`src/rtl/counter_seq_pkg.sv`:
```
// rtl/counter_seq_pkg.sv - shared state encoding and default field widths for the counter sequencer
package counter_seq_pkg;

    localparam int CNT_W_DEF = 8;
    localparam int PRE_W_DEF = 8;
    localparam int RLD_W_DEF = 8;

    typedef enum logic [1:0] {
        ST_IDLE = 2'd0,
        ST_LOAD = 2'd1,
        ST_RUN  = 2'd2,
        ST_DONE = 2'd3
    } seq_state_e;

endpackage

```
`src/rtl/counter_seq_ctrl_if.sv`:
```
// rtl/counter_seq_ctrl_if.sv - command handshake and counter control bundle
// master: host/datapath side (drives cmd_*, pause, abort, cnt_q)
// slave : sequencer side (drives cmd_ready, cnt_* controls, status)
interface counter_seq_ctrl_if import counter_seq_pkg::*; #(
    parameter int WIDTH = CNT_W_DEF,
    parameter int PRE_W = PRE_W_DEF,
    parameter int RLD_W = RLD_W_DEF
) ();

    logic             cmd_valid;
    logic             cmd_ready;
    logic [WIDTH-1:0] cmd_start;
    logic [WIDTH-1:0] cmd_target;
    logic             cmd_dir;
    logic             cmd_reload;
    logic [PRE_W-1:0] cmd_prescale;
    logic             pause;
    logic             abort;
    logic [WIDTH-1:0] cnt_q;
    logic             cnt_load;
    logic [WIDTH-1:0] cnt_load_val;
    logic             cnt_en;
    logic             cnt_dir;
    logic             cnt_oe;
    logic             busy;
    logic             done;
    logic             aborted;
    logic [RLD_W-1:0] reload_cnt;

    modport master (
        output cmd_valid, cmd_start, cmd_target, cmd_dir, cmd_reload, cmd_prescale,
        output pause, abort, cnt_q,
        input  cmd_ready, cnt_load, cnt_load_val, cnt_en, cnt_dir, cnt_oe,
        input  busy, done, aborted, reload_cnt
    );

    modport slave (
        input  cmd_valid, cmd_start, cmd_target, cmd_dir, cmd_reload, cmd_prescale,
        input  pause, abort, cnt_q,
        output cmd_ready, cnt_load, cnt_load_val, cnt_en, cnt_dir, cnt_oe,
        output busy, done, aborted, reload_cnt
    );

endinterface

```
`src/rtl/ctrl_tick_gen.sv`:
```
// rtl/ctrl_tick_gen.sv - step prescaler: one tick every (interval_i+1) enabled, unfrozen clocks
// clk, rst     : clock, synchronous active-high reset
// clr_i        : force the prescaler back to 0
// en_i         : stepping allowed this cycle
// frz_i        : hold the prescaler (pause)
// interval_i   : step interval minus 1
// tick_o       : step request, combinational
module ctrl_tick_gen import counter_seq_pkg::*; #(
    parameter int PRE_W = PRE_W_DEF
) (
    input  logic             clk,
    input  logic             rst,
    input  logic             clr_i,
    input  logic             en_i,
    input  logic             frz_i,
    input  logic [PRE_W-1:0] interval_i,
    output logic             tick_o
);

    logic [PRE_W-1:0] pre_q;
    logic [PRE_W-1:0] pre_d;
    logic             adv;

    assign adv    = en_i & ~frz_i;
    assign tick_o = adv & (pre_q == interval_i);

    always_comb begin
        pre_d = pre_q;
        if (clr_i || tick_o) begin
            pre_d = '0;
        end else if (adv) begin
            pre_d = pre_q + 1'b1;
        end
    end

    always_ff @(posedge clk) begin
        if (rst) begin
            pre_q <= '0;
        end else begin
            pre_q <= pre_d;
        end
    end

endmodule

```
`src/rtl/counter_seq_ctrl.sv`:
```
// rtl/counter_seq_ctrl.sv - command sequencer driving load/step/direction/oe of the up/down counter
// clk, rst : clock, synchronous active-high reset
// bus      : slave side of counter_seq_ctrl_if (command handshake, counter controls, status)
module counter_seq_ctrl import counter_seq_pkg::*; #(
    parameter int WIDTH = CNT_W_DEF,
    parameter int PRE_W = PRE_W_DEF,
    parameter int RLD_W = RLD_W_DEF
) (
    input logic               clk,
    input logic               rst,
    counter_seq_ctrl_if.slave bus
);

    seq_state_e       state_q, state_d;
    logic [WIDTH-1:0] start_q, target_q;
    logic             dir_q, reload_q;
    logic [PRE_W-1:0] prescale_q;
    logic [RLD_W-1:0] rld_q, rld_d;
    logic             aborted_q, aborted_d;

    logic accept;
    logic at_target;
    logic step_ok;
    logic tick;

    assign accept    = (state_q == ST_IDLE) && bus.cmd_valid;
    assign at_target = (bus.cnt_q == target_q);
    // Stepping is only legal while RUN is not leaving this cycle; this keeps
    // cnt_en low in the cycle that sees the target, so the counter never overshoots.
    assign step_ok   = (state_q == ST_RUN) && !bus.abort && !at_target;

    ctrl_tick_gen #(.PRE_W(PRE_W)) u_tick (
        .clk        (clk),
        .rst        (rst),
        .clr_i      (state_q == ST_LOAD),
        .en_i       (step_ok),
        .frz_i      (bus.pause),
        .interval_i (prescale_q),
        .tick_o     (tick)
    );

    always_comb begin
        state_d   = state_q;
        rld_d     = rld_q;
        aborted_d = 1'b0;
        case (state_q)
            ST_IDLE: begin
                if (accept) begin
                    state_d = ST_LOAD;
                    rld_d   = '0;
                end
            end
            ST_LOAD: begin
                if (bus.abort) begin
                    state_d   = ST_IDLE;
                    aborted_d = 1'b1;
                end else begin
                    state_d = ST_RUN;
                end
            end
            ST_RUN: begin
                if (bus.abort) begin
                    state_d   = ST_IDLE;
                    aborted_d = 1'b1;
                end else if (at_target && !reload_q) begin
                    state_d = ST_DONE;
                end else if (at_target) begin
                    state_d = ST_LOAD;
                    rld_d   = (&rld_q) ? rld_q : rld_q + 1'b1;
                end
            end
            ST_DONE: begin
                state_d   = ST_IDLE;
                aborted_d = bus.abort;
            end
            default: state_d = ST_IDLE;
        endcase
    end

    always_ff @(posedge clk) begin
        if (rst) begin
            state_q    <= ST_IDLE;
            start_q    <= '0;
            target_q   <= '0;
            dir_q      <= 1'b0;
            reload_q   <= 1'b0;
            prescale_q <= '0;
            rld_q      <= '0;
            aborted_q  <= 1'b0;
        end else begin
            state_q   <= state_d;
            rld_q     <= rld_d;
            aborted_q <= aborted_d;
            if (accept) begin
                start_q    <= bus.cmd_start;
                target_q   <= bus.cmd_target;
                dir_q      <= bus.cmd_dir;
                reload_q   <= bus.cmd_reload;
                prescale_q <= bus.cmd_prescale;
            end
        end
    end

    assign bus.cmd_ready    = (state_q == ST_IDLE);
    assign bus.cnt_load     = (state_q == ST_LOAD);
    assign bus.cnt_load_val = (state_q == ST_LOAD) ? start_q : '0;
    assign bus.cnt_en       = tick;
    assign bus.cnt_dir      = dir_q;
    assign bus.cnt_oe       = (state_q != ST_IDLE);
    assign bus.busy         = (state_q == ST_LOAD) || (state_q == ST_RUN);
    // An abort arriving in DONE wins, so done and aborted never pair up.
    assign bus.done         = (state_q == ST_DONE) && !bus.abort;
    assign bus.aborted      = aborted_q;
    assign bus.reload_cnt   = rld_q;

endmodule

```
`src/flat_wrapper.sv`:
```
// flat-port wrapper written by rule: the top's interface ports become plain ports
module counter_seq_ctrl_flat import counter_seq_pkg::*;
#(
    parameter int WIDTH = CNT_W_DEF,
    parameter int PRE_W = PRE_W_DEF,
    parameter int RLD_W = RLD_W_DEF
)
  (clk, rst, bus_cmd_valid, bus_cmd_start, bus_cmd_target, bus_cmd_dir, bus_cmd_reload, bus_cmd_prescale, bus_pause, bus_abort, bus_cnt_q, bus_cmd_ready, bus_cnt_load, bus_cnt_load_val, bus_cnt_en, bus_cnt_dir, bus_cnt_oe, bus_busy, bus_done, bus_aborted, bus_reload_cnt);
  counter_seq_ctrl_if #(.WIDTH(WIDTH), .PRE_W(PRE_W), .RLD_W(RLD_W)) bus_i ();
  input logic clk;
  input logic rst;
  input wire logic [$bits(bus_i.cmd_valid)-1:0] bus_cmd_valid;
  input wire logic [$bits(bus_i.cmd_start)-1:0] bus_cmd_start;
  input wire logic [$bits(bus_i.cmd_target)-1:0] bus_cmd_target;
  input wire logic [$bits(bus_i.cmd_dir)-1:0] bus_cmd_dir;
  input wire logic [$bits(bus_i.cmd_reload)-1:0] bus_cmd_reload;
  input wire logic [$bits(bus_i.cmd_prescale)-1:0] bus_cmd_prescale;
  input wire logic [$bits(bus_i.pause)-1:0] bus_pause;
  input wire logic [$bits(bus_i.abort)-1:0] bus_abort;
  input wire logic [$bits(bus_i.cnt_q)-1:0] bus_cnt_q;
  output wire logic [$bits(bus_i.cmd_ready)-1:0] bus_cmd_ready;
  output wire logic [$bits(bus_i.cnt_load)-1:0] bus_cnt_load;
  output wire logic [$bits(bus_i.cnt_load_val)-1:0] bus_cnt_load_val;
  output wire logic [$bits(bus_i.cnt_en)-1:0] bus_cnt_en;
  output wire logic [$bits(bus_i.cnt_dir)-1:0] bus_cnt_dir;
  output wire logic [$bits(bus_i.cnt_oe)-1:0] bus_cnt_oe;
  output wire logic [$bits(bus_i.busy)-1:0] bus_busy;
  output wire logic [$bits(bus_i.done)-1:0] bus_done;
  output wire logic [$bits(bus_i.aborted)-1:0] bus_aborted;
  output wire logic [$bits(bus_i.reload_cnt)-1:0] bus_reload_cnt;
  assign bus_i.cmd_valid = bus_cmd_valid;
  assign bus_i.cmd_start = bus_cmd_start;
  assign bus_i.cmd_target = bus_cmd_target;
  assign bus_i.cmd_dir = bus_cmd_dir;
  assign bus_i.cmd_reload = bus_cmd_reload;
  assign bus_i.cmd_prescale = bus_cmd_prescale;
  assign bus_i.pause = bus_pause;
  assign bus_i.abort = bus_abort;
  assign bus_i.cnt_q = bus_cnt_q;
  assign bus_cmd_ready = bus_i.cmd_ready;
  assign bus_cnt_load = bus_i.cnt_load;
  assign bus_cnt_load_val = bus_i.cnt_load_val;
  assign bus_cnt_en = bus_i.cnt_en;
  assign bus_cnt_dir = bus_i.cnt_dir;
  assign bus_cnt_oe = bus_i.cnt_oe;
  assign bus_busy = bus_i.busy;
  assign bus_done = bus_i.done;
  assign bus_aborted = bus_i.aborted;
  assign bus_reload_cnt = bus_i.reload_cnt;
  counter_seq_ctrl #(.WIDTH(WIDTH), .PRE_W(PRE_W), .RLD_W(RLD_W)) u_core (.clk(clk), .rst(rst), .bus(bus_i));
endmodule
```
`config.mk`:
```
export PLATFORM = sky130hd
export DESIGN_NAME = counter_seq_ctrl_flat
export DESIGN_NICKNAME = d
export VERILOG_FILES = /design/src/rtl/counter_seq_pkg.sv /design/src/rtl/counter_seq_ctrl_if.sv /design/src/rtl/ctrl_tick_gen.sv /design/src/rtl/counter_seq_ctrl.sv /design/src/flat_wrapper.sv
export SDC_FILE = /design/constraint.sdc
export NUM_CORES = 1
export LEC_CHECK = 0
export CORE_MARGIN = 2
export CORE_UTILIZATION = 45
export CTS_CLUSTER_SIZE = 30
export DETAILED_ROUTE_END_ITERATION = 16
export PLACE_DENSITY = 0.76
export SYNTH_ARGS = -nofsm -noshare
export SYNTH_HDL_FRONTEND = slang
export SYNTH_SLANG_ARGS = --single-unit
export TNS_END_PERCENT = 20
```
`constraint.sdc`:
```
create_clock -name clk -period 4.6 [get_ports clk]
set_input_delay 0.46 -clock clk [delete_from_list [all_inputs] [get_ports clk]]
set_output_delay 0.46 -clock clk [all_outputs]
set_load 0.03 [all_outputs]
```
==> Implementation_results.wiki, run 1 <==
{| class="wikitable"
! Metric !! Value
|-
| Sort of element at the start of the critical path || flop
|-
| Die area || 5520 um2
|-
| Number of placed I/O pins || 63
|-
| HPWL after detailed placement || 3620 um
|-
| Number of global-route vias before repair || 1762
|-
| Achievable clock frequency || 313 MHz
|-
| Total number of vias || 2110
|-
| Post-synth cell types || 40
|-
| Share of synthesized area occupied by flip-flops and latches || 40.5%
|-
| Clock period minus final worst setup slack || 3.19 ns
|-
| Width of the die || 74.3 um
|-
| PwrDens || 276 nW/um2
|-
| # setup viols final || 0
|-
| Post-detailed-route count of antenna-violating nets || 0
|-
| Remaining global-route overflow || 0
|-
| Worst stage delay on the critical path || 0.72 ns
|-
| Clock Skew || 0.00309 ns
|-
| Top library cells by usage in the layout, fill and taps aside || sky130_fd_sc_hd__nand2_1 (67), sky130_fd_sc_hd__clkdlybuf4s50_1 (62), sky130_fd_sc_hd__dfxtp_1 (45)
|-
| CTS Sinks || 45
|-
| RSZ-0062 raised after global routing || no
|-
| Max-slew violation count || 0
|-
| Leading cell type in the layout, fill and taps excluded || sky130_fd_sc_hd__nand2_1
|-
| Drt initial violations || 99
|-
| Area share of the largest cell type after synthesis || 40.5%
|-
| Status || completed
|-
| Data required time at the worst endpoint || 4.14 ns
|-
| Clock tree from TritonCTS || done
|-
| Count of inserted antenna diode cells || 0
|-
| Min-delay src || u_core.start_q[1]
|-
| Average instance area after synthesis || 8.02 um2
|-
| Ys Warns || 0
|-
| Dominant cell type by area after synthesis || sky130_fd_sc_hd__dfxtp_1
|-
| Placeable Area || 4750 um2
|-
| Rel. slew slack || 37.7%
|-
| Router iterations before antenna repair || 4
|-
| Worst IR Drop VDD || 0.000202 V
|-
| Setup total negative slack || 0 ns
|-
| Register bit total from synthesis || 45
|-
| Type of the setup path with the least slack || flop to output pin
|-
| Number of port buffers || 62
|-
| Fraction of layout instances using a drive strength above 1 || 4.75%
|-
| Post-synthesis cell area || 2220 um2
|-
| H-tree depth || 2
|-
| End point of the most critical hold path || u_core.start_q[1]
|-
| Cell Count Post-Placement || 396
|-
| Clock transition at the registers of the reported paths || 0.08 ns
|-
| Crit Reg-Reg Endpoint || u_core.bus.reload_cnt[7]
|-
| Initial standard-cell utilization of the core || 46.7%
|-
| Total wire length || 4950 um
|-
| Resized cells post-CTS || 0
|-
| Final Wtd Congestion || 0.782
|-
| Origin of the critical flop-to-flop path || u_core.state_q[0]
|-
| Clock tree root driver cell || sky130_fd_sc_hd__clkbuf_8
|-
| Slew @ Worst Pin || 0.935 ns
|-
| Worst slack on hold paths || 0.452 ns
|-
| Data arrival time at the worst-slack endpoint || 2.73 ns
|-
| Slowest cell on the critical path || sky130_fd_sc_hd__clkdlybuf4s50_1
|-
| Count of standard-cell rows || 25
|-
| Total Routing Usage GR || 18.4%
|-
| First-pass GRT wire length || 7940 um
|-
| Clock buffer depth || 2
|-
| Antenna violations before repair || 0
|-
| Total leakage power || 1.02 nW
|-
| Net total in the final layout || 382
|-
| Final Instance Count excl. Fillers || 404
|-
| Worst Hold Path Cells || 2
|-
| Path category of the worst min-delay check || flop to flop
|-
| Slack of the critical path || 1.41 ns
|-
| Final cycle utilization of the critical path || 69.4%
|-
| Worst setup slack before clock tree synthesis || 1.50 ns
|-
| Endpoint kind of the worst setup timing path || output pin
|-
| Number of buffers inserted for hold repair after clock tree synthesis || 0
|-
| Net Count, Synth || 323
|-
| Syn Inst Count || 277
|-
| Max capacitance violation total || 0
|-
| Synth-to-Final Area Change || 32.9%
|-
| Max Fanout on Critical Path || 7
|-
| Inserted Clock Buffers || 5
|-
| Count of unresolved DRC violations after routing || 0
|-
| Routed vias/inst || 5.22
|-
| Post-CTS Setup Bufs || 0
|-
| Clock latency of the later-clocked register in the worst-skew pair || 0.29 ns
|-
| R2r worst-path depth || 7
|-
| Worst setup slack for register-to-register paths || 2.28 ns
|-
| Pin count of the biggest net entering global routing || 36
|-
| Vert. Die Dim || 74.3 um
|-
| Count of final hold-check violations || 0
|-
| Synth top area cells || sky130_fd_sc_hd__dfxtp_1 (41%), sky130_fd_sc_hd__nand2_1 (11%), sky130_fd_sc_hd__a21oi_1 (8.1%)
|-
| Routed length per instance || 12.2 um
|-
| Fin util || 62.1%
|-
| Crit path cell chain || inv_1 > ha_1 > nand2b_1 > nor2_1 > o21ai_0 > nor3_1 > clkdlybuf4s50_1
|}
==> power by group <==
part | switching (mW) | internal (mW) | leakage [nW]
logic | 0.0864 | 0.0752 | 0.608
registers | 0.0114 | 0.407 | 0.367
clock network | 0.128 | 0.105 | 0.0450
==> area by class of cell <==
cell class / count / area (um2)
Timing Repair Buffer: 63 / 628
Multi-Input combinational cell: 214 / 1230
Clock buffer: 6 / 72.6
Clock inverter: 2 / 10.0
Sequential cell: 45 / 901
Fill cell: 446 / 1800
Tap cell: 67 / 83.8
Inverter: 7 / 26.3
==> metal layers <==
metal  part of all wire (%)  routed length (um)  track usage [%]
met2                     46                2290             28.3
met1                     45                2240             25.1
met5                      0                   0                0
met3                    7.7                 382             6.64
met4                   0.67                  33             3.77
==> sequential cells by signal (all words and copies together) (netlist names) <==
register and count:
u_core.bus.cnt_dir 1, u_core.reload_q 1, u_core.prescale_q 8, u_core.u_tick.pre_q 8
u_core.bus.reload_cnt 8, u_core.state_q 2, u_core.target_q 8, u_core.start_q 8
u_core.bus.aborted 1
==> stage by stage <==
stage	area [um2]	power (mW)
after CTS	2950	0.824
after global placement	2870	0.588
after detailed placement	2870	0.591
after global routing	2950	0.856
after floorplan	2220	0.523
final	2950	0.814
==> synth_stat cells, drive strengths merged <==
master  count
nor2       14
o21bai      1
dfxtp      45
or3         2
or4b        1
nand3b      1
and3        1
o211ai      1
o21ai      11
a41oi       1
and2b       1
a21oi      36
a221oi      1
a31oi       2
nor3b       1
nor2b       4
xnor2      16
clkbuf      9
nand2      67
ha          7
or2         2
nand2b      1
a31o        1
inv         7
xor2        1
or2b        1
nand3       5
and2        9
nor3        1
mux2i       1
nand4       7
o31ai       7
nor4        5
or4         5
buf         2
==> worst max path at each step <==
| stage | slack [ns] | cells past startpoint | startpoint | end |
|---|---|---|---|---|
| 2_1_floorplan | 2.24 | 6 | u_core.state_q[0] | bus_cnt_en |
| 3_3_place_gp | 1.55 | 6 | bus_abort | bus_cnt_en |
| 3_5_place_dp | 1.50 | 6 | bus_abort | bus_cnt_en |
| 4_1_cts | 1.42 | 7 | u_core.state_q[0] | bus_cnt_en |
| 5_1_grt | 1.18 | 7 | u_core.state_q[0] | bus_cnt_en |
| 6_report | 1.41 | 7 | u_core.state_q[0] | bus_cnt_en |
==> worst max-delay path: cells and delay by family, from the launching register on <==
kind	cells	cell delay, ns
AOI/OAI and AO/OA	1	0.28
and+or+nand+nor	3	0.66
DFF	1	0.35
buffers and inverters	2	0.85
adders and majority gates	1	0.30
==> cell families (layout without fill, tap and decap cells) <==
kind of cell               after synthesis  after routing  synth area share (%)
buffers and inverters                   18             78                  4.05
DFF                                     45             45                  40.5
muxes                                    1              1                 0.450
and+or+nand+nor                        128            128                  28.7
adders and majority gates                7              7                  3.94
xor gates and xnor gates                17             17                  6.70
AOI/OAI and AO/OA                       61             61                  15.6
(Power assumes the default switching activity.)
==> run 2, diff against run 1 <==
Clock period 4.6 ns to 3.3 ns, I/O delays scaled along.
==> Implementation_results.wiki, run 2 (synthesized netlist as in run 1, its figures left out) <==
{| class="wikitable"
! Metric !! Value
|-
| Status || completed (unchanged)
|-
| Count of inserted antenna diode cells || 0 (unchanged)
|-
| Max capacitance violation total || 0 (unchanged)
|-
| Net Switching || 0.321 mW (was 0.226 mW)
|-
| Max Fanout on Critical Path || 7 (unchanged)
|-
| Part of the total power dissipated in the clock network || 34.7% (was 28.7%)
|-
| Clock transition at the registers of the reported paths || 0.08 ns (about the same)
|-
| Number of fill cells || 437 (was 446)
|-
| H-tree depth || 2 (unchanged)
|-
| Number of buffers inserted for hold repair after clock tree synthesis || 0 (unchanged)
|-
| Fraction of power consumed by combinational cells || 18.4% (was 19.9%)
|-
| Final cycle utilization of the critical path || 92.0%
|-
| Sequential share of power || 47.0% (was 51.4%)
|-
| Width of the die || 74.3 um (unchanged)
|-
| Rel. slew slack || 38.8% (was 37.7%)
|-
| Total Routing Usage GR || 19.8% (was 18.4%)
|-
| Drt initial violations || 154 (was 99)
|-
| Count of standard-cell rows || 25 (unchanged)
|-
| Internal portion of total power || 0.922 mW (was 0.588 mW)
|-
| Synth-to-Final Area Change || 35.1% (was 32.9%)
|-
| Data required time at the worst endpoint || 2.97 ns (was 4.14 ns)
|-
| Initial standard-cell utilization of the core || 46.7% (unchanged)
|-
| Count of final hold-check violations || 0 (unchanged)
|-
| Crit path max-delay family || buffers and inverters (unchanged)
|-
| Remaining global-route overflow || 0 (unchanged)
|-
| Crit path cell chain || inv_1 > ha_1 > nand2b_1 > nor2_1 > o21ai_0 > nor3_1 > clkdlybuf4s50_1 (unchanged)
|-
| Slew @ Worst Pin || 0.918 ns (was 0.935 ns)
|-
| HPWL after detailed placement || 3700 um (was 3620 um)
|-
| Origin of the critical flop-to-flop path || u_core.state_q[0] (unchanged)
|-
| Buffers plus inverters on the worst setup path || 2 (unchanged)
|-
| Die area || 5520 um2 (unchanged)
|-
| Routed vias/inst || 5.22 (about the same)
|-
| DRT met1 WL || 2320 um (was 2240 um)
|-
| Routed length per instance || 12.6 um (was 12.2 um)
|-
| Worst stage delay on the critical path || 0.72 ns (about the same)
|-
| Total leakage power || 1.04 nW (was 1.02 nW)
|-
| Pin count of the biggest net entering global routing || 35 (was 36)
|-
| Final Instance Count excl. Fillers || 406 (was 404)
|-
| Number of placed I/O pins || 63 (unchanged)
|-
| Achievable clock frequency || 329 MHz
|-
| Slowest cell on the critical path || sky130_fd_sc_hd__clkdlybuf4s50_1 (unchanged)
|-
| Type of the setup path with the least slack || flop to output pin (unchanged)
|-
| Clock buffer depth || 2 (unchanged)
|-
| # setup viols final || 0 (unchanged)
|-
| Top library cells by usage in the layout, fill and taps aside || sky130_fd_sc_hd__nand2_1 (67), sky130_fd_sc_hd__clkdlybuf4s50_1 (62), sky130_fd_sc_hd__dfxtp_1 (45) (unchanged)
|-
| Antenna violations before repair || 0 (unchanged)
|-
| Data arrival time at the worst-slack endpoint || 2.71 ns (was 2.73 ns)
|-
| CTS Sinks || 45 (unchanged)
|-
| Resized cells post-CTS || 0 (unchanged)
|-
| First-pass GRT wire length || 8560 um (was 7940 um)
|-
| Sort of element at the start of the critical path || flop (unchanged)
|-
| Count of unresolved DRC violations after routing || 0 (unchanged)
|-
| PwrDens || 414 nW/um2 (was 276 nW/um2)
|-
| Path category of the worst min-delay check || flop to flop (unchanged)
|-
| Leading cell type in the layout, fill and taps excluded || sky130_fd_sc_hd__nand2_1 (unchanged)
|-
| Cell Count Post-Placement || 398 (was 396)
|-
| Max-slew violation count || 0 (unchanged)
|-
| Clock tree from TritonCTS || done (unchanged)
|-
| Min-delay src || u_core.start_q[2] (was u_core.start_q[1])
|-
| Worst setup startpoint || u_core.state_q[0] (unchanged)
|-
| Fin util || 63.1% (was 62.1%)
|-
| Post-CTS Setup Bufs || 0 (unchanged)
|-
| Worst IR Drop VDD || 0.000301 V (was 0.000202 V)
|-
| RSZ-0062 raised after global routing || no (unchanged)
|-
| Endpoint kind of the worst setup timing path || output pin (unchanged)
|-
| Post-detailed-route count of antenna-violating nets || 0 (unchanged)
|-
| Clock Skew || 0.00504 ns (was 0.00309 ns)
|-
| Total wire length || 5140 um (was 4950 um)
|-
| Amount of wire on met3 after detailed routing || 392 um (was 382 um)
|-
| Switching Fraction || 25.9% (was 27.8%)
|-
| Number of global-route vias before repair || 1934 (was 1762)
|-
| Net total in the final layout || 384 (was 382)
|-
| Top routing layer in use || met4 (unchanged)
|-
| Inserted Clock Buffers || 5 (unchanged)
|-
| Power, Total || 1.24 mW (was 0.814 mW)
|-
| Final Wtd Congestion || 0.803 (was 0.782)
|-
| Router iterations before antenna repair || 4 (unchanged)
|-
| Clock latency of the later-clocked register in the worst-skew pair || 0.30 ns (was 0.29 ns)
|-
| Clock tree root driver cell || sky130_fd_sc_hd__clkbuf_8 (unchanged)
|-
| Number of port buffers || 62 (unchanged)
|-
| Total number of vias || 2120 (was 2110)
|-
| Length of routed met2 wiring || 2380 um (was 2290 um)
|-
| Setup total negative slack || 0 ns (unchanged)
|-
| Vert. Die Dim || 74.3 um (unchanged)
|-
| Clock period minus final worst setup slack || 3.04 ns
|-
| Placeable Area || 4750 um2 (unchanged)
|-
| Fraction of layout instances using a drive strength above 1 || 5.31% (was 4.75%)
|}
[run 2: worst min-delay path: stages (launching register included)]
cell	delay (ns)
sky130_fd_sc_hd__dfxtp_1	0.31
sky130_fd_sc_hd__nand2_1	0.05
sky130_fd_sc_hd__a21oi_1	0.05
[run 2: worst paths after layout]
| kind | slack [ns] | end | cells past startpoint |
|---|---|---|---|
| worst min register to register | 0.45 | u_core.start_q[2] | 2 |
| worst min-delay path | 0.45 | u_core.start_q[2] | 2 |
| worst max register to register | 1.06 | u_core.u_tick.pre_q[1] | 7 |
| worst max-delay path | 0.26 | bus_cnt_en | 7 |
[run 2: final cells by class]
type                            instances  area (um2)  share of cell area [%]
Timing Repair Buffer                   65         643                    21.4
Tap cell                               67        83.8                    2.79
Sequential cell                        45         901                    30.0
Multi-Input combinational cell        214        1230                    41.0
Clock inverter                          1        30.0                    1.00
Clock buffer                            7        86.3                    2.88
Inverter                                7        26.3                   0.875
[run 2: per-stage QoR]
stage,cell area (um2),hold WS [ns],setup slack [ns]
6_report,3000,0.452,0.265
5_1_grt,3000,0.482,0.0586
4_1_cts,3000,0.454,0.277
3_5_place_dp,2890,0.442,0.468
3_3_place_gp,2890,0.438,0.509
2_1_floorplan,2220,0.429,1.07
[run 2: routing by layer]
layer / vias to the layer above / global-route usage (%)
met5: - / 0
met4: 0 / 5.16
met3: 6 / 7.05
met2: 66 / 31.6
met1: 983 / 25.7
li1: 1065 / -
[run 2: power by group through the flow]
stage / Combinational (mW) / Sequential [mW] / Clock [mW]
3_5_place_dp: 0.230 / 0.597 / 0
5_1_grt: 0.250 / 0.587 / 0.465
2_1_floorplan: 0.133 / 0.596 / 0
3_3_place_gp: 0.227 / 0.596 / 0
6_report: 0.228 / 0.584 / 0.431
4_1_cts: 0.230 / 0.584 / 0.440
==> run 3, diff against run 2 <==
Settings changed: SETUP_SLACK_MARGIN set to 0.4.
==> Implementation_results.wiki, run 3 (synthesized netlist as in run 1, its figures left out) <==
{| class="wikitable"
! Metric !! Value
|-
| Status || completed (unchanged)
|-
| Drt initial violations || 154 (unchanged)
|-
| Count of standard-cell rows || 25 (unchanged)
|-
| Worst stage delay on the critical path || 0.43 ns (was 0.72 ns)
|-
| Crit path cell chain || inv_1 > ha_1 > nand2b_1 > nor2_1 > o21ai_1 > nor3_1 > dlygate4sd2_1 (was inv_1 > ha_1 > nand2b_1 > nor2_1 > o21ai_0 > nor3_1 > clkdlybuf4s50_1)
|-
| Type of the setup path with the least slack || flop to output pin (unchanged)
|-
| Number of port buffers || 62 (unchanged)
|-
| Switching Fraction || 25.9% (about the same)
|-
| Final Wtd Congestion || 0.803 (unchanged)
|-
| Clock tree from TritonCTS || done (unchanged)
|-
| Slew @ Worst Pin || 0.918 ns (about the same)
|-
| Buffers plus inverters on the worst setup path || 2 (unchanged)
|-
| Met2 routing resource usage after global routing || 31.6% (unchanged)
|-
| Cell Area, Placed || 2890 um2 (unchanged)
|-
| Path category of the worst min-delay check || flop to flop (unchanged)
|-
| Pin count of the biggest net entering global routing || 35 (unchanged)
|-
| First-pass GRT wire length || 8560 um (unchanged)
|-
| H-tree depth || 2 (unchanged)
|-
| Final standard cell area without fillers || 3000 um2 (about the same)
|-
| Synth-to-Final Area Change || 35.0% (was 35.1%)
|-
| Rel. slew slack || 38.8% (about the same)
|-
| Clock tree root driver cell || sky130_fd_sc_hd__clkbuf_8 (unchanged)
|-
| Post-detailed-route count of antenna-violating nets || 0 (unchanged)
|-
| Number of buffers inserted for hold repair after clock tree synthesis || 0 (unchanged)
|-
| Number of placed I/O pins || 63 (unchanged)
|-
| Data required time at the worst endpoint || 2.97 ns (about the same)
|-
| HPWL after detailed placement || 3700 um (unchanged)
|-
| Worst setup slack before clock tree synthesis || 0.468 ns (unchanged)
|-
| Leading cell type in the layout, fill and taps excluded || sky130_fd_sc_hd__nand2_1 (unchanged)
|-
| Net total in the final layout || 384 (unchanged)
|-
| Clock latency of the later-clocked register in the worst-skew pair || 0.30 ns (about the same)
|-
| Final cycle utilization of the critical path || 80.0% (was 92.0%)
|-
| Max capacitance violation total || 0 (unchanged)
|-
| Max Fanout on Critical Path || 7 (unchanged)
|-
| Clock buffer depth || 2 (unchanged)
|-
| Router iterations before antenna repair || 4 (unchanged)
|-
| Initial standard-cell utilization of the core || 46.7% (unchanged)
|-
| Die area || 5520 um2 (unchanged)
|-
| Fraction of layout instances using a drive strength above 1 || 5.31% (unchanged)
|-
| Area occupied by multi-input gates || 1230 um2 (unchanged)
|-
| Sort of element at the start of the critical path || flop (unchanged)
|-
| Count of final hold-check violations || 0 (unchanged)
|-
| Clock transition at the registers of the reported paths || 0.08 ns (about the same)
|-
| Remaining global-route overflow || 0 (unchanged)
|-
| Vert. Die Dim || 74.3 um (unchanged)
|-
| Count of inserted antenna diode cells || 0 (unchanged)
|-
| Count of unresolved DRC violations after routing || 0 (unchanged)
|-
| Routed length per instance || 12.6 um (about the same)
|-
| RSZ-0062 raised after global routing || no (unchanged)
|-
| Part of the total power dissipated in the clock network || 34.7% (about the same)
|-
| Achievable clock frequency || 379 MHz (was 329 MHz)
|-
| Sequential share of power || 47.0% (about the same)
|-
| PwrDens || 414 nW/um2 (about the same)
|-
| Width of the die || 74.3 um (unchanged)
|-
| Worst IR Drop VDD || 0.000301 V (about the same)
|-
| Top library cells by usage in the layout, fill and taps aside || sky130_fd_sc_hd__nand2_1 (67), sky130_fd_sc_hd__clkdlybuf4s50_1 (61), sky130_fd_sc_hd__dfxtp_1 (45) (was sky130_fd_sc_hd__nand2_1 (67), sky130_fd_sc_hd__clkdlybuf4s50_1 (62), sky130_fd_sc_hd__dfxtp_1 (45))
|-
| Routing usage on met3 || 7.05% (unchanged)
|-
| Data arrival time at the worst-slack endpoint || 2.31 ns (was 2.71 ns)
|-
| Total leakage power || 1.05 nW (was 1.04 nW)
|-
| Max-slew violation count || 0 (unchanged)
|-
| Clock period minus final worst setup slack || 2.64 ns (was 3.04 ns)
|-
| Number of fill cells || 437 (unchanged)
|-
| Setup total negative slack || 0 ns (unchanged)
|-
| Endpoint kind of the worst setup timing path || output pin (unchanged)
|-
| Inserted Clock Buffers || 5 (unchanged)
|-
| Total wire length || 5130 um (was 5140 um)
|-
| Crit path max-delay family || simple AND/OR/NAND/NOR gates (was buffers and inverters)
|-
| Net Switching || 0.321 mW (about the same)
|-
| Total Routing Usage GR || 19.8% (unchanged)
|-
| Total number of vias || 2120 (unchanged)
|-
| Placeable Area || 4750 um2 (unchanged)
|-
| Fraction of power consumed by combinational cells || 18.3% (was 18.4%)
|-
| Register Area || 901 um2 (unchanged)
|-
| Most heavily used metal layer in global routing || met2 (unchanged)
|-
| Slowest cell on the critical path || sky130_fd_sc_hd__dlygate4sd2_1 (was sky130_fd_sc_hd__clkdlybuf4s50_1)
|-
| Met1 global-route usage || 25.7% (unchanged)
|-
| Internal portion of total power || 0.922 mW (about the same)
|-
| Clock Skew || 0.00532 ns (was 0.00504 ns)
|-
| Slack of the critical path || 0.659 ns (was 0.265 ns)
|-
| Routed vias/inst || 5.22 (unchanged)
|-
| # setup viols final || 0 (unchanged)
|-
| CTS Sinks || 45 (unchanged)
|-
| Antenna violations before repair || 0 (unchanged)
|-
| Number of global-route vias before repair || 1934 (unchanged)
|}
==> run 3: cell count changes in the layout (fill, tap and decap cells not counted) <==
cell                              change
sky130_fd_sc_hd__o21ai_0              -1
sky130_fd_sc_hd__clkdlybuf4s50_1      -1
sky130_fd_sc_hd__dlygate4sd2_1        +1
sky130_fd_sc_hd__o21ai_1              +1
==> run 3: final cells by class <==
type                            count  area share [%]
Clock inverter                      1            1.00
Timing Repair Buffer               65            21.4
Sequential cell                    45            30.0
Tap cell                           67            2.79
Multi-Input combinational cell    214            41.0
Clock buffer                        7            2.88
Inverter                            7           0.876
==> run 3: worst paths after layout <==
kind | slack, ns | start | endpoint | depth (start not counted)
worst min-delay path | 0.45 | u_core.start_q[2] | u_core.start_q[2] | 2
worst max register to register | 1.08 | u_core.state_q[1] | u_core.bus.reload_cnt[7] | 7
worst min register to register | 0.45 | u_core.start_q[2] | u_core.start_q[2] | 2
worst max-delay path | 0.66 | u_core.state_q[0] | bus_cnt_en | 7
==> run 3: metrics by stage <==
step           std cells  hold slack [ns]  utilization [%]  total power, mW
6_report             406            0.452             63.1             1.24
5_1_grt              406            0.482             63.1             1.30
4_1_cts              406            0.454             63.1             1.25
3_5_place_dp         398            0.442             60.7            0.826
3_3_place_gp         398            0.438             60.7            0.822
2_1_floorplan        277            0.429                -            0.729
==> run 3: timing repair <==
action | 4_1_cts | 5_1_grt
buffers inserted | 0 | 0
setup endpoints to repair | 1 | 1
resized for setup | 1 | 1
==> run 3: power groups by stage <==
stage	clock network (mW)	registers [mW]	logic, mW
floorplan	0	0.596	0.133
global placement	0	0.596	0.227
detailed placement	0	0.597	0.230
CTS	0.440	0.584	0.230
global route	0.465	0.587	0.250
finish	0.431	0.584	0.228
==> run 3: worst min-delay path, stage by stage (launching register included) <==
cell and delay [ns]:
sky130_fd_sc_hd__dfxtp_1 0.31, sky130_fd_sc_hd__nand2_1 0.05, sky130_fd_sc_hd__a21oi_1 0.05
==> run 3: metal layers <==
| layer | part of all wire [%] | wire [um] | vias to the layer above |
|---|---|---|---|
| met2 | 46 | 2380 | 63 |
| met1 | 45 | 2320 | 986 |
| met4 | 0.90 | 46 | 0 |
| li1 | - | - | 1065 |
| met3 | 7.4 | 380 | 6 |
| met5 | 0 | 0 | - |
